File: src/rtl/serial_word_feeder_pkg.sv
// Shared constants and state encoding for the bit-serial word path.
// Used by the feeder, the downstream deserializer and the benches.
package serial_pkg;

    localparam int SER_WIDTH = 8;

    localparam logic [1:0] S_IDLE  = 2'd0;
    localparam logic [1:0] S_SHIFT = 2'd1;
    localparam logic [1:0] S_CLR   = 2'd2;

    typedef enum logic [1:0] {
        IDLE  = S_IDLE,
        SHIFT = S_SHIFT,
        CLR   = S_CLR
    } state_e;

    // bit count index width; never below one bit
    function automatic int cnt_width(input int w);
        return (w <= 2) ? 1 : $clog2(w);
    endfunction

endpackage

File: src/rtl/serial_word_feeder_if.sv
// Parallel word handshake plus the serial framing outputs of the feeder.
// master is the word producer, slave is the feeder.
interface serial_word_feeder_if
    import serial_pkg::*;
#(
    parameter int WIDTH = SER_WIDTH
) ();

    logic [WIDTH-1:0] din;
    logic             din_valid;
    logic             din_ready;
    logic             ser_bit;
    logic             ser_clr;
    logic             ser_last;
    logic             busy;

    modport master (
        output din,
        output din_valid,
        input  din_ready,
        input  ser_bit,
        input  ser_clr,
        input  ser_last,
        input  busy
    );

    modport slave (
        input  din,
        input  din_valid,
        output din_ready,
        output ser_bit,
        output ser_clr,
        output ser_last,
        output busy
    );

endinterface

File: src/rtl/serial_word_feeder.sv
// Serializes parallel words LSB first and clears the downstream
// two's-complement converter before every word.
module serial_word_feeder
    import serial_pkg::*;
#(
    parameter int WIDTH = SER_WIDTH
) (
    input  logic                 t_clk,
    input  logic                 r,
    serial_word_feeder_if.slave  bus
);

    localparam int             CW   = cnt_width(WIDTH);
    localparam logic [CW-1:0]  LAST = CW'(WIDTH - 1);

    state_e           state;
    state_e           state_n;
    logic [CW-1:0]    cnt;
    logic [CW-1:0]    cnt_n;
    logic [WIDTH-1:0] sreg;
    logic [WIDTH-1:0] sreg_n;

    logic at_last;
    logic accept;

    logic ser_bit_q;
    logic ser_clr_q;
    logic ser_last_q;
    logic busy_q;

    assign at_last = (cnt == LAST);

    assign bus.din_ready = ~r & ((state == IDLE) |
                                 ((state == SHIFT) & at_last));

    assign accept = bus.din_valid & bus.din_ready;

    always_comb begin
        state_n = state;
        cnt_n   = cnt;
        sreg_n  = sreg;
        unique case (1'b1)
            (state == IDLE): begin
                if (accept) begin
                    state_n = SHIFT;
                    cnt_n   = '0;
                    sreg_n  = bus.din;
                end
            end
            (state == SHIFT): begin
                if (at_last) begin
                    cnt_n = '0;
                    if (accept) begin
                        // next word waits one CLR cycle
                        state_n = CLR;
                        sreg_n  = bus.din;
                    end else begin
                        state_n = IDLE;
                        sreg_n  = '0;
                    end
                end else begin
                    cnt_n  = cnt + CW'(1);
                    sreg_n = sreg >> 1;
                end
            end
            (state == CLR): begin
                state_n = SHIFT;
                cnt_n   = '0;
            end
            default: begin
                state_n = IDLE;
                cnt_n   = '0;
                sreg_n  = '0;
            end
        endcase
    end

    always_ff @(posedge t_clk) begin
        if (r) begin
            state <= IDLE;
            cnt   <= '0;
            sreg  <= '0;
        end else begin
            state <= state_n;
            cnt   <= cnt_n;
            sreg  <= sreg_n;
        end
    end

    // outputs registered from next-state values
    always_ff @(posedge t_clk) begin
        if (r) begin
            ser_bit_q  <= 1'b0;
            ser_clr_q  <= 1'b1;
            ser_last_q <= 1'b0;
            busy_q     <= 1'b0;
        end else begin
            ser_bit_q  <= (state_n == SHIFT) & sreg_n[0];
            ser_clr_q  <= (state_n != SHIFT);
            ser_last_q <= (state_n == SHIFT) & (cnt_n == LAST);
            busy_q     <= (state_n == SHIFT);
        end
    end

    assign bus.ser_bit  = ser_bit_q;
    assign bus.ser_clr  = ser_clr_q;
    assign bus.ser_last = ser_last_q;
    assign bus.busy     = busy_q;

endmodule

File: src/flat_wrapper.sv
// flat-port wrapper written by rule: the top's interface ports become plain ports
module serial_word_feeder_flat import serial_pkg::*;
#(
    parameter int WIDTH = SER_WIDTH
)
  (t_clk, r, bus_din, bus_din_valid, bus_din_ready, bus_ser_bit, bus_ser_clr, bus_ser_last, bus_busy);
  serial_word_feeder_if #(.WIDTH(WIDTH)) bus_i ();
  input  logic t_clk;
  input  logic r;
  input wire logic [$bits(bus_i.din)-1:0] bus_din;
  input wire logic [$bits(bus_i.din_valid)-1:0] bus_din_valid;
  output wire logic [$bits(bus_i.din_ready)-1:0] bus_din_ready;
  output wire logic [$bits(bus_i.ser_bit)-1:0] bus_ser_bit;
  output wire logic [$bits(bus_i.ser_clr)-1:0] bus_ser_clr;
  output wire logic [$bits(bus_i.ser_last)-1:0] bus_ser_last;
  output wire logic [$bits(bus_i.busy)-1:0] bus_busy;
  assign bus_i.din = bus_din;
  assign bus_i.din_valid = bus_din_valid;
  assign bus_din_ready = bus_i.din_ready;
  assign bus_ser_bit = bus_i.ser_bit;
  assign bus_ser_clr = bus_i.ser_clr;
  assign bus_ser_last = bus_i.ser_last;
  assign bus_busy = bus_i.busy;
  serial_word_feeder #(.WIDTH(WIDTH)) u_core (.t_clk(t_clk), .r(r), .bus(bus_i));
endmodule
File: config.mk
export PLATFORM = sky130hd
export DESIGN_NAME = serial_word_feeder_flat
export DESIGN_NICKNAME = d
export VERILOG_FILES = /design/src/rtl/serial_word_feeder_pkg.sv /design/src/rtl/serial_word_feeder_if.sv /design/src/rtl/serial_word_feeder.sv /design/src/flat_wrapper.sv
export SDC_FILE = /design/constraint.sdc
export NUM_CORES = 1
export LEC_CHECK = 0
export BUFFER_PORTS_ARGS = -buffer_cell sky130_fd_sc_hd__buf_2
export CORE_MARGIN = 2
export CORE_UTILIZATION = 55
export DETAILED_ROUTE_END_ITERATION = 8
export PLACE_DENSITY = 0.8
export SKIP_LAST_GASP = 1
export SLEW_MARGIN = 10
export SYNTH_ARGS = -nofsm -noshare
export SYNTH_HDL_FRONTEND = slang
export SYNTH_SLANG_ARGS = --single-unit
File: constraint.sdc
create_clock -name t_clk -period 2.6 [get_ports t_clk]
set_input_delay 0.52 -clock t_clk [delete_from_list [all_inputs] [get_ports t_clk]]
set_output_delay 0.52 -clock t_clk [all_outputs]
set_load 0.03 [all_outputs]
==> impl_metrics.py, run 1 <==
metrics = {
    "status": {
        "outcome": "finished clean",
    },
    "routing": {
        "drt_wl_total_um": 1620,
        "num_vias": 688,
        "dr_wl_met2_um": 794,
        "first_iter_violations": 15,
        "antenna_left": 0,
        "via_per_inst": 6.20,
        "topRoutingLayerUsed": "met4",
        "drt-met1-wl_um": 718,
        "wl_met3_um": 64,
        "drt_first_pass_iters": 4,
        "avgRoutedWirePerCell_um": 14.5,
        "route.detailed.drc": 0,
    },
    "sta": {
        "hold_violations": 0,
        "fin_crit_ns": 2.14,
        "drv_slew": 0,
        "fin_skew_ns": 0.00217,
        "totalNegativeSetupSlack_ns": 0,
        "slew_headroom_pct": 66.4,
        "worst_slew_pin_slew_ns": 0.503,
        "fin_crit_sh_pct": 82.5,
        "setup-violations-final": 0,
        "fmax_mhz": 466,
        "rsz0062_at_grt": "false",
    },
    "placed_design": {
        "hpwlAfterDp_um": 1130,
        "gp_congestion": 0.745,
        "numPortBuffers": 15,
    },
    "clock_tree": {
        "cts_tree": "built",
        "hold_buffers": 0,
        "cts_sinks": 17,
        "cts.repair.resized": 0,
        "cts_inserted_buffers": 3,
        "clk_pin_slew_ns": 0.10,
        "root_buffer": "clkbuf_4",
        "post_cts_buffers": 0,
        "cts_buffer_depth": 2,
        "htree_levels": 1,
        "clk_latency_ns": 0.29,
    },
    "setup_path": {
        "ff2ff_setup_slack_ns": 0.81,
        "arrival_ns": 1.62,
        "reg2reg_depth": 5,
        "critical_path_class": "flip-flop to output pin",
        "r2r-end": "u_core.bus.ser_bit",
        "crit_required_ns": 2.08,
        "critPathCaptureType": "output pin",
        "r2r_start": "u_core.cnt[0]",
        "crit_fanout": 4,
        "startpoint_type": "flip-flop",
    },
    "synth": {
        "synthCells": 83,
        "syn-num-nets": 96,
        "synth_warnings": 0,
        "syn_area_um2": 791,
        "ys_ff_latch": 17,
        "ys_seq_area_share_pct": 43.0,
        "synth.distinct_cells": 28,
        "synth.avg_cell_area_um2": 9.53,
    },
    "pwr": {
        "power.leakage_uw": 0.000355,
        "power.total_uw": 498,
        "pwr-share-clk_pct": 28.9,
        "p_comb_share_pct": 14.2,
        "ir_drop_v": 0.000287,
        "p_per_area_nw_per_um2": 560,
        "p_int_uw": 359,
        "switching_power_uw": 139,
        "power_switching_share_pct": 27.9,
        "seq_power_share_pct": 56.9,
    },
    "cells_and_area": {
        "area_growth_pct": 12.5,
        "layout.cells.most_common_list": "17 x dfxtp_1, 15 x buf_2, 8 x inv_1",
        "drive_gt1_share_pct": 26.0,
        "fill_cells": 104,
        "final_common_cell": "dfxtp_1",
        "multi_input_area_um2": 385,
        "fin_nets": 110,
        "seq_area_um2": 340,
        "num_antenna_cells": 0,
    },
    "floorplanning": {
        "dieWidth_um": 41.9,
        "rows": 13,
        "dieArea_um2": 1760,
        "dieHeight_um": 41.9,
        "ios": 16,
        "core_um2": 1320,
        "start_util_pct": 60.0,
    },
    "worst_hold_path": {
        "holdPathStages": 3,
        "worstHoldEndpoint": "u_core.sreg[7]",
        "worstHoldStart": "bus_din[7]",
        "hold_path.class": "input port to flip-flop",
    },
    "global_routing": {
        "grt_use_total_pct": 18.9,
        "grt_pass1_wl_um": 2520,
        "grt_overflow": 0,
        "grt_max_degree": 23,
        "antenna_found_initial": 0,
        "grt_pass1_vias": 604,
    },
    "job": {
        "cap_violations": 0,
    },
}
==> cells in the mapped netlist <==
| library cell | instances | area share (%) |
|---|---|---|
| and4b_1 | 1 | 1.3 |
| a32oi_1 | 1 | 1.1 |
| or3b_4 | 1 | 1.4 |
| and2_1 | 1 | 0.79 |
| inv_1 | 8 | 3.8 |
| o21bai_2 | 1 | 1.4 |
| clkinvlp_2 | 1 | 0.63 |
| a21oi_1 | 3 | 1.9 |
| and4bb_1 | 1 | 1.6 |
| a22oi_1 | 1 | 0.95 |
| nor2b_1 | 6 | 4.7 |
| a31oi_1 | 3 | 2.4 |
| a2111oi_0 | 6 | 6.6 |
| a221o_1 | 6 | 7.6 |
| buf_2 | 3 | 1.9 |
| a21oi_2 | 1 | 1.1 |
| clkbuf_1 | 4 | 1.9 |
| nand4_1 | 2 | 1.6 |
| a211o_1 | 2 | 2.2 |
| or2_0 | 1 | 0.79 |
| nor3b_1 | 1 | 0.95 |
| nor3_1 | 3 | 1.9 |
| dfxtp_1 | 17 | 43 |
| nor2_4 | 1 | 1.4 |
| nor2_1 | 3 | 1.4 |
| nand2b_1 | 2 | 1.6 |
| and3_1 | 1 | 0.79 |
| ha_1 | 2 | 3.2 |
==> layer usage <==
layer | track usage [%] | up-vias
met5 | 0 | -
met4 | 13.5 | 0
met3 | 5.22 | 6
met2 | 30.9 | 24
met1 | 20.8 | 326
li1 | - | 332
==> through the flow <==
stage | util [%] | setup WS, ns | area (µm²) | std cells | hold WS, ns
floorplan | - | 0.963 | 791 | 83 | 0.457
global placement | 65.4 | 0.781 | 862 | 107 | 0.469
detailed placement | 65.4 | 0.744 | 862 | 107 | 0.472
CTS | 67.5 | 0.460 | 890 | 111 | 0.497
global route | 67.5 | 0.381 | 890 | 111 | 0.498
finish | 67.5 | 0.455 | 890 | 111 | 0.495
==> power groups by stage <==
stage / clock (µW) / sequential [µW] / combinational [µW]
floorplan: 0 / 291 / 47.4
global placement: 0 / 289 / 68.0
detailed placement: 0 / 289 / 70.4
CTS: 147 / 283 / 70.4
global route: 157 / 285 / 77.0
finish: 144 / 284 / 71.0
==> kinds of logic (layout without fill, tap and decap cells) <==
logic type / after synthesis / in the layout / share of synthesized area (%)
buf+inv: 16 / 29 / 8.23
flops: 17 / 17 / 43.0
compound gates: 24 / 24 / 25.3
simple gates: 24 / 24 / 20.3
fa+ha+maj: 2 / 2 / 3.16
==> registers in the layout, indices dropped and copies added (netlist names) <==
name	count
u_core.state	2
u_core.sreg	8
u_core.bus.ser_last	1
u_core.cnt	3
u_core.bus.ser_bit	1
u_core.bus.ser_clr	1
u_core.bus.busy	1
==> worst max-delay path by stage <==
stage                                 to  cells after the start          start  slack, ns
final                      bus_din_ready                      5  u_core.cnt[0]       0.46
after global routing       bus_din_ready                      5  u_core.cnt[0]       0.38
after CTS                  bus_din_ready                      5  u_core.cnt[0]       0.46
after detailed placement  u_core.sreg[6]                      5              r       0.74
after global placement    u_core.sreg[3]                      5              r       0.78
after floorplan            bus_din_ready                      3              r       0.96
==> critical path: stages (launching register included) <==
cell	delay [ns]
dfxtp_1	0.35
ha_1	0.21
ha_1	0.22
nand2b_1	0.20
and2_1	0.18
buf_2	0.17
==> cell type report <==
cell class,count,share of cell area [%]
clock buffer,3,2.53
tap,15,2.11
inverter,9,3.94
clock inverter,1,0.563
multi-input combinational,50,43.3
timing repair buffer,16,9.28
sequential,17,38.3
Power figures use the tool's default switching activity.
==> inputs of run 2 (changes only) <==
--- a/config.mk
+++ b/config.mk
@@ -7,9 +7,9 @@
 export LEC_CHECK = 0
 export BUFFER_PORTS_ARGS = -buffer_cell sky130_fd_sc_hd__buf_2
 export CORE_MARGIN = 2
-export CORE_UTILIZATION = 55
+export CORE_UTILIZATION = 51
 export DETAILED_ROUTE_END_ITERATION = 8
-export PLACE_DENSITY = 0.8
+export PLACE_DENSITY = 0.75
 export SKIP_LAST_GASP = 1
 export SLEW_MARGIN = 10
 export SYNTH_ARGS = -nofsm -noshare
==> constraint.sdc (replaced) <==
create_clock -name t_clk -period 2.1 [get_ports t_clk]
set_input_delay 0.42 -clock t_clk [delete_from_list [all_inputs] [get_ports t_clk]]
set_output_delay 0.42 -clock t_clk [all_outputs]
set_load 0.03 [all_outputs]
==> impl_metrics.py, run 2 (synthesized netlist as in run 1, its figures left out) <==
metrics = {
    "setup_path": {
        "cp_num_cells": 5,
        "critical_path_class": "flip-flop to output pin",
        "crit_buf_inv": 1,
        "critPathCaptureType": "output pin",
        "crit_fanout": 4,
        "reg2reg_depth": 5,
        "arrival_ns": 1.54,
        "crit_path_top_delay_cell": "dfxtp_1",
        "startpoint_type": "flip-flop",
        "crit_required_ns": 1.68,
        "slowest_delay_ns": 0.35,
        "cp_top_family": "adder cells",
        "path_cells": "ha_1 -> ha_1 -> nand2b_4 -> and2_1 -> buf_2",
        "path_common_cell": "ha_1",
    },
    "clock_tree": {
        "cts_inserted_buffers": 3,
        "htree_levels": 1,
        "cts_sinks": 17,
        "clk_latency_ns": 0.28,
        "post_cts_buffers": 0,
        "clk_pin_slew_ns": 0.10,
        "cts_buffer_depth": 2,
        "root_buffer": "clkbuf_4",
        "hold_buffers": 0,
        "cts_tree": "built",
    },
    "floorplanning": {
        "ios": 16,
        "dieArea_um2": 1880,
        "dieHeight_um": 43.4,
        "start_util_pct": 53.7,
        "core_um2": 1470,
        "dieWidth_um": 43.4,
        "rows": 14,
    },
    "sta": {
        "worst_slew_pin_slew_ns": 0.413,
        "rsz0062_at_grt": "false",
        "fin_skew_ns": 0.00187,
        "fmax_mhz": 511,
        "slew_headroom_pct": 71.7,
        "hold_violations": 0,
        "fin_crit_sh_pct": 93.2,
        "drv_slew": 0,
        "fin_crit_ns": 1.96,
        "totalNegativeSetupSlack_ns": 0,
        "setup-violations-final": 0,
    },
    "cells_and_area": {
        "num_antenna_cells": 0,
        "final_common_cell": "dfxtp_1",
        "layout.cells.most_common_list": "17 x dfxtp_1, 15 x buf_2, 8 x inv_1",
        "top_regs": "u_core.sreg x8, u_core.cnt x3, u_core.state x2",
        "stdcell_count": 113,
        "largest_register_ffs": 8,
        "top_register": "u_core.sreg",
        "fin_nets": 111,
        "area_growth_pct": 14.9,
        "drive_gt1_share_pct": 28.9,
    },
    "routing": {
        "via_per_inst": 6.02,
        "num_vias": 680,
        "antenna_left": 0,
        "first_iter_violations": 17,
        "avgRoutedWirePerCell_um": 13.7,
        "route.detailed.drc": 0,
        "drt_wl_total_um": 1550,
        "drt_first_pass_iters": 4,
    },
    "placed_design": {
        "gp_congestion": 0.724,
        "dp_cells": 109,
        "numPortBuffers": 15,
    },
    "pwr": {
        "switching_power_uw": 170,
        "seq_power_share_pct": 56.3,
        "power.total_uw": 617,
        "p_comb_share_pct": 15.4,
        "power_switching_share_pct": 27.5,
        "p_per_area_nw_per_um2": 680,
        "p_int_uw": 448,
        "pwr-share-clk_pct": 28.3,
        "ir_drop_v": 0.000341,
        "power.leakage_uw": 0.000361,
    },
    "global_routing": {
        "antenna_found_initial": 0,
        "grt_max_degree": 22,
        "grt_pass1_wl_um": 2650,
        "grt_use_total_pct": 18.4,
        "grt_pass1_vias": 592,
        "grt_overflow": 0,
    },
    "status": {
        "outcome": "finished clean",
    },
    "job": {
        "cap_violations": 0,
    },
    "worst_hold_path": {
        "holdPathStages": 3,
        "hold_path.class": "input port to flip-flop",
    },
}
[run 2: cell count changes in the layout (fill, tap and decap cells not counted), sizes merged]
cell,delta
buf,+1
[run 2: worst register-to-register path, delay by kind of cell, from the launching register on]
kind | cells | cell delay [ns]
AND/OR/NAND/NOR | 2 | 0.70
adder cells (fa/ha/maj) | 2 | 0.42
flip-flops | 1 | 0.35
AO/OA/AOI/OAI | 1 | 0.18
[run 2: what timing repair did]
item / CTS / global route
resized for setup: 0 / 2
endpoints found under the setup margin: 0 / 1
hold endpoints to repair: 0 / 0
[run 2: worst paths after layout]
| path | startpoint | endpoint | slack [ns] |
|---|---|---|---|
| hold / removal | bus_din[7] | u_core.sreg[7] | 0.39 |
| hold reg to reg | u_core.sreg[3] | u_core.sreg[2] | 0.50 |
| setup / recovery | u_core.cnt[0] | bus_din_ready | 0.14 |
| setup reg to reg | u_core.cnt[0] | u_core.bus.ser_bit | 0.39 |
[run 2: power by group through the flow]
stage          combinational [µW]  clock [µW]  sequential (µW)
4_1_cts                      93.5         175              346
3_3_place_gp                 91.4           0              353
3_5_place_dp                 93.0           0              354
6_report                     95.3         175              347
2_1_floorplan                58.7           0              360
5_1_grt                       104         190              350
[run 2: final cells by class]
class                           instances  area (µm²)
Clock buffer                            3        22.5
Clock inverter                          1        5.00
Multi-Input combinational cell         50         395
Sequential cell                        17         340
Fill cell                             144         563
Timing Repair Buffer                   17        90.1
Tap cell                               16        20.0
Inverter                                9        35.0
[run 2: metrics by stage]
step | hold WS [ns] | setup WS, ns | util (%) | instance area, µm²
4_1_cts | 0.398 | 0.0883 | 61.1 | 898
6_report | 0.394 | 0.142 | 61.7 | 908
3_5_place_dp | 0.474 | 0.318 | 59.2 | 871
3_3_place_gp | 0.469 | 0.334 | 59.2 | 871
5_1_grt | 0.411 | 0.0642 | 61.7 | 908
2_1_floorplan | 0.457 | 0.522 | - | 791
[run 2: metal layers]
layer	up-vias	wire length, µm	track usage (%)
li1	338	-	-
met1	325	766	25.4
met2	15	694	29.0
met3	2	70	2.92
met4	0	18	7.27
met5	-	0	0
